### src/rtl/count_seq_checker_sat_counter.sv
// count_seq_checker_sat_counter
//   CW-bit up counter with synchronous clear and increment enable;
//   holds at all-ones instead of wrapping.
//   Ports:
//     clk - clock (posedge)
//     clr - synchronous clear, priority over en
//     en  - increment enable
//     q   - count value
//   Optional feature macro: SEQ_HOLD_OK_EN (unused here).
module count_seq_checker_sat_counter #(
    parameter int unsigned CW = 8
) (
    input  logic          clk,
    input  logic          clr,
    input  logic          en,
    output logic [CW-1:0] q
);

    always_ff @(posedge clk) begin
        if (clr) begin
            q <= '0;
        end else if (en && (q != '1)) begin
            q <= q + 1'b1;
        end
    end

endmodule

### config.mk
export PLATFORM = sky130hd
export DESIGN_NAME = count_seq_checker_sat_counter
export DESIGN_NICKNAME = d
export VERILOG_FILES = /design/src/rtl/count_seq_checker_sat_counter.sv
export SDC_FILE = /design/constraint.sdc
export NUM_CORES = 1
export LEC_CHECK = 0
export BUFFER_PORTS_ARGS = -buffer_cell sky130_fd_sc_hd__buf_2
export CELL_PAD_IN_SITES_DETAIL_PLACEMENT = 1
export CELL_PAD_IN_SITES_GLOBAL_PLACEMENT = 1
export CORE_MARGIN = 5
export CORE_UTILIZATION = 30
export DETAILED_ROUTE_END_ITERATION = 7
export GPL_TIMING_DRIVEN = 0
export PLACE_DENSITY = 0.6
export SETUP_SLACK_MARGIN = 0.4
export SLEW_MARGIN = 20
export SYNTH_ARGS = -nofsm -noshare
export SYNTH_HDL_FRONTEND = slang
export SYNTH_SLANG_ARGS = --single-unit
### constraint.sdc
create_clock -name clk -period 4.1 [get_ports clk]
set_input_delay 0.615 -clock clk [delete_from_list [all_inputs] [get_ports clk]]
set_output_delay 0.615 -clock clk [all_outputs]
set_load 0.01 [all_outputs]
# Word-level counts from Yosys, hierarchy flattened
# Index checks and enable logic that the tools add are counted.
[totals] regBits=8 input_bits=3 output_inout_bits=8 word_cells=4
[op_classes] add_sub_neg=1 eq_ne=1 reduce_logical=1
[op_table] cell="adder 8 x 1 -> 8 bit (second input constant)" n=1
[op_table] cell="inequality test 8 bit (second input constant)" n=1
[op_table] cell="logical AND 1 bit" n=1

# Longest topological paths before layout
[logic_depth] depth_word=2 mapped_depth=4 depth_no_buf=4

# Worst setup path after synthesis
# No wires, ideal clock.
[synth_path] path_kind="reg-to-reg" start="register q[0]" end="register q[0]" setup_time_ns=0.121 arrival_ns=1.272 t_required_ns=3.979 setup_slack_ns=2.707 stages_incl_launch_ff=5 path_buffers=0 period_less_slack_ns=1.393 path_cell_list="dfxtp_1 ha_1 and3_4 a21boi_4 mux2_4"
[synth_via] elab_chain_cells=2 elab_cells_between_ends=3 classes_between="add/sub: 1; eq/ne: 1; reduce/logical: 1"
[synth_rtl] item="start, declared" line_no="16" text="output logic [CW-1:0] q"
[synth_rtl] item="start signal, assigned" line_no="23" text="q <= q + 1'b1;"
[synth_rtl] item="parallel branches: the longest is 2 deep, another holds adder 8 x 1 -> 8 bit"
# Parallel ways; which one is timed is not known.
# A chain may end at the register's enable or synchronous reset.

# Worst setup path in the final report
[layout_path] start="register q[2]" end="output port q[2]"
# No word-level cell between the ends.

==> flow_summary.yaml <==
yosys:
  netlist.area_leader.share: 0.372
  seq_area_frac_synth: 0.372
  synth_top_flop_cell: "dfxtp_1"
  synth_edf_count: 0
  netlist_area_um2: 430
  ys_warn_count: 0
  ys_ff_latch: 8
  yosysMostFrequentCell: "dfxtp_1"
  avgSynthCellArea_um2: 9.36
  syn_inst: 46
  synthTopCellsByArea: "dfxtp_1, a21oi_1, a21boi_4, nand2_1, and4_1"
  async_flop_share: 0
  ys_types: 25
  syn-num-nets: 50
  yosys-top-cells-count: "dfxtp_1, a21oi_1, nand2_1"
  synth_top_cell_by_area: "dfxtp_1"
global_route:
  grt_pass1_vias: 379
  overflow: 0
  grt_max_degree: 9
  grt_antenna_before_repair: 0
  grt_util_all_layers: 0.117
  grt_pass1_wl_um: 1740
route:
  drc: 0
  dr.pass1.iters: 2
  drt_iter0_drc: 8
  vias: 404
  drt-total-wl_um: 1080
  ant_nets: 0
  avgRoutedWirePerCell_um: 14.6
  routed_via_density: 5.46
sta:
  fin_skew_ns: 0.00393
  period_share: 0.365
  clock.fmax_ghz: 0.668
  worstMarginPinSlew_ns: 0.238
  finalHoldViolCount: 0
  whs_ns: 0.517
  fin_crit_ns: 1.50
  slew_viol_final: 0
  relSlewSlack: 0.841
  fin_ws_ns: 2.60
  rsz0062_at_grt: "false"
  finalSetupViolCount: 0
  tns_ns: 0
setup_path:
  end_kind: "primary output"
  critPathMaxFanout: 8
  path_buf_inv: 1
  cp_cell_sequence: "buf_2"
  worstPathArrival_ns: 0.88
  crit_type: "flop to primary output"
  critical_path.startpoint_type: "flop"
  crit_family: "flip-flops"
  worstPathRequired_ns: 3.48
  slowest_stage: "dfxtp_1"
  slowest_delay_ns: 0.45
clocking:
  path_clk_slew_ns: 0.06
  cts_max_level: 1
  clock_tree.buffer_depth: 2
  post_cts_buffers: 0
  holdBufCountCts: 0
  clk_latency_ns: 0.26
  cts_tree: "built"
  numClockSinks: 8
  cts-resized-gates: 0
  root_buffer: "clkbuf_4"
  tritoncts.num_buffers: 3
die:
  die_w_um: 47.9
  num_rows: 13
  start_util: 0.323
  die_area_mm2: 0.00229
  core_area_mm2: 0.00133
  die_height_um: 47.9
  ios: 11
layout:
  fill_cells: 174
  regArea_um2: 160
  top_regs: "q: 8 flops"
  finalNetCount: 65
  layout-drive-gt1-share: 0.322
  diodes: 0
  multiInputGateArea_um2: 255
  largest_reg_flops: 8
  syn_to_final_growth_pct: 21.2
  largest_register: "q"
  finish.utilization: 0.391
power:
  leakagePower_nw: 0.223
  powerDensity_mw_per_mm2: 301
  peakVddDrop_v: 0.000138
flow_run:
  cap_violations: 0
placed_design:
  gp_congestion: 0.709
  port_buffers: 10
  hpwlAfterDp_um: 823
  pre_cts_ws_ns: 2.61
worst_hold_path:
  hold_class: "flop to flop"
outcome:
  status: "completed"
[tightest hold or removal path, cell delays in order (launching register included)]
cell     delay, ns
dfxtp_1       0.34
nand2_1       0.07
mux2i_1       0.06
[worst paths after layout]
kind | end | from | cells after the start | slack, ns
min | q[1] | q[1] | 2 | 0.52
min reg2reg | q[1] | q[1] | 2 | 0.52
max | q[2] | q[2] | 1 | 2.60
max reg2reg | q[0] | q[0] | 4 | 2.65
[stage by stage]
step	power (W)	area [um^2]	instances
after floorplan	0.0000914	430	46
after global placement	0.0000974	499	71
after detailed placement	0.0000977	499	71
after CTS	0.000161	522	74
after global routing	0.000168	522	74
final	0.000157	522	74
[metal layers]
| metal | global-route usage | wire [um] | part of all wire | vias to the layer above |
|---|---|---|---|---|
| li1 | - | - | - | 206 |
| met1 | 0.134 | 475 | 0.44 | 189 |
| met2 | 0.177 | 526 | 0.49 | 9 |
| met3 | 0.0789 | 82 | 0.076 | 0 |
| met4 | 0.0323 | 0 | 0 | 0 |
| met5 | 0 | 0 | 0 | - |
[final cells by class]
class | instances | share of cell area
Multi-Input combinational cell | 36 | 0.489
Sequential cell | 8 | 0.307
Timing Repair Buffer | 10 | 0.0959
Clock buffer | 3 | 0.0432
Tap cell | 15 | 0.0360
Buffer | 1 | 0.0216
Inverter | 1 | 0.00719
[cell usage in the layout, fill, tap and decap left out]
cell type  count
dfxtp_1        8
nand3_1        2
a21boi_0       1
o311a_1        1
or3_2          1
and2b_2        1
a31oi_1        1
o21ai_1        1
clkbuf_4       3
a21oi_1        5
a311oi_1       1
nand4_1        2
and4_1         2
buf_2         10
nor3_1         2
inv_1          1
mux2_4         1
nand2_1        5
a21boi_4       1
ha_1           1
o21bai_1       2
nor2_1         1
a211oi_1       2
buf_6          1
and3_4         1
nand2b_1       1
mux2i_1        1
[where the power goes]
part | switching [W] | internal [W]
Clock | 0.0000274 | 0.0000335
Sequential | 0.00000273 | 0.0000798
Combinational | 0.00000690 | 0.00000643
Total | 0.0000371 | 0.000120
[cell families (layout without fill, tap and decap cells)]
logic type                 after synthesis  in the layout  synth area share
and+or+nand+nor                         18             18             0.247
AOI/OAI and AO/OA                       15             15             0.259
DFF                                      8              8             0.372
muxes                                    2              2            0.0581
buffers and inverters                    2             15            0.0349
adders and majority gates                1              1            0.0291
Power figures use the tool's default switching activity.
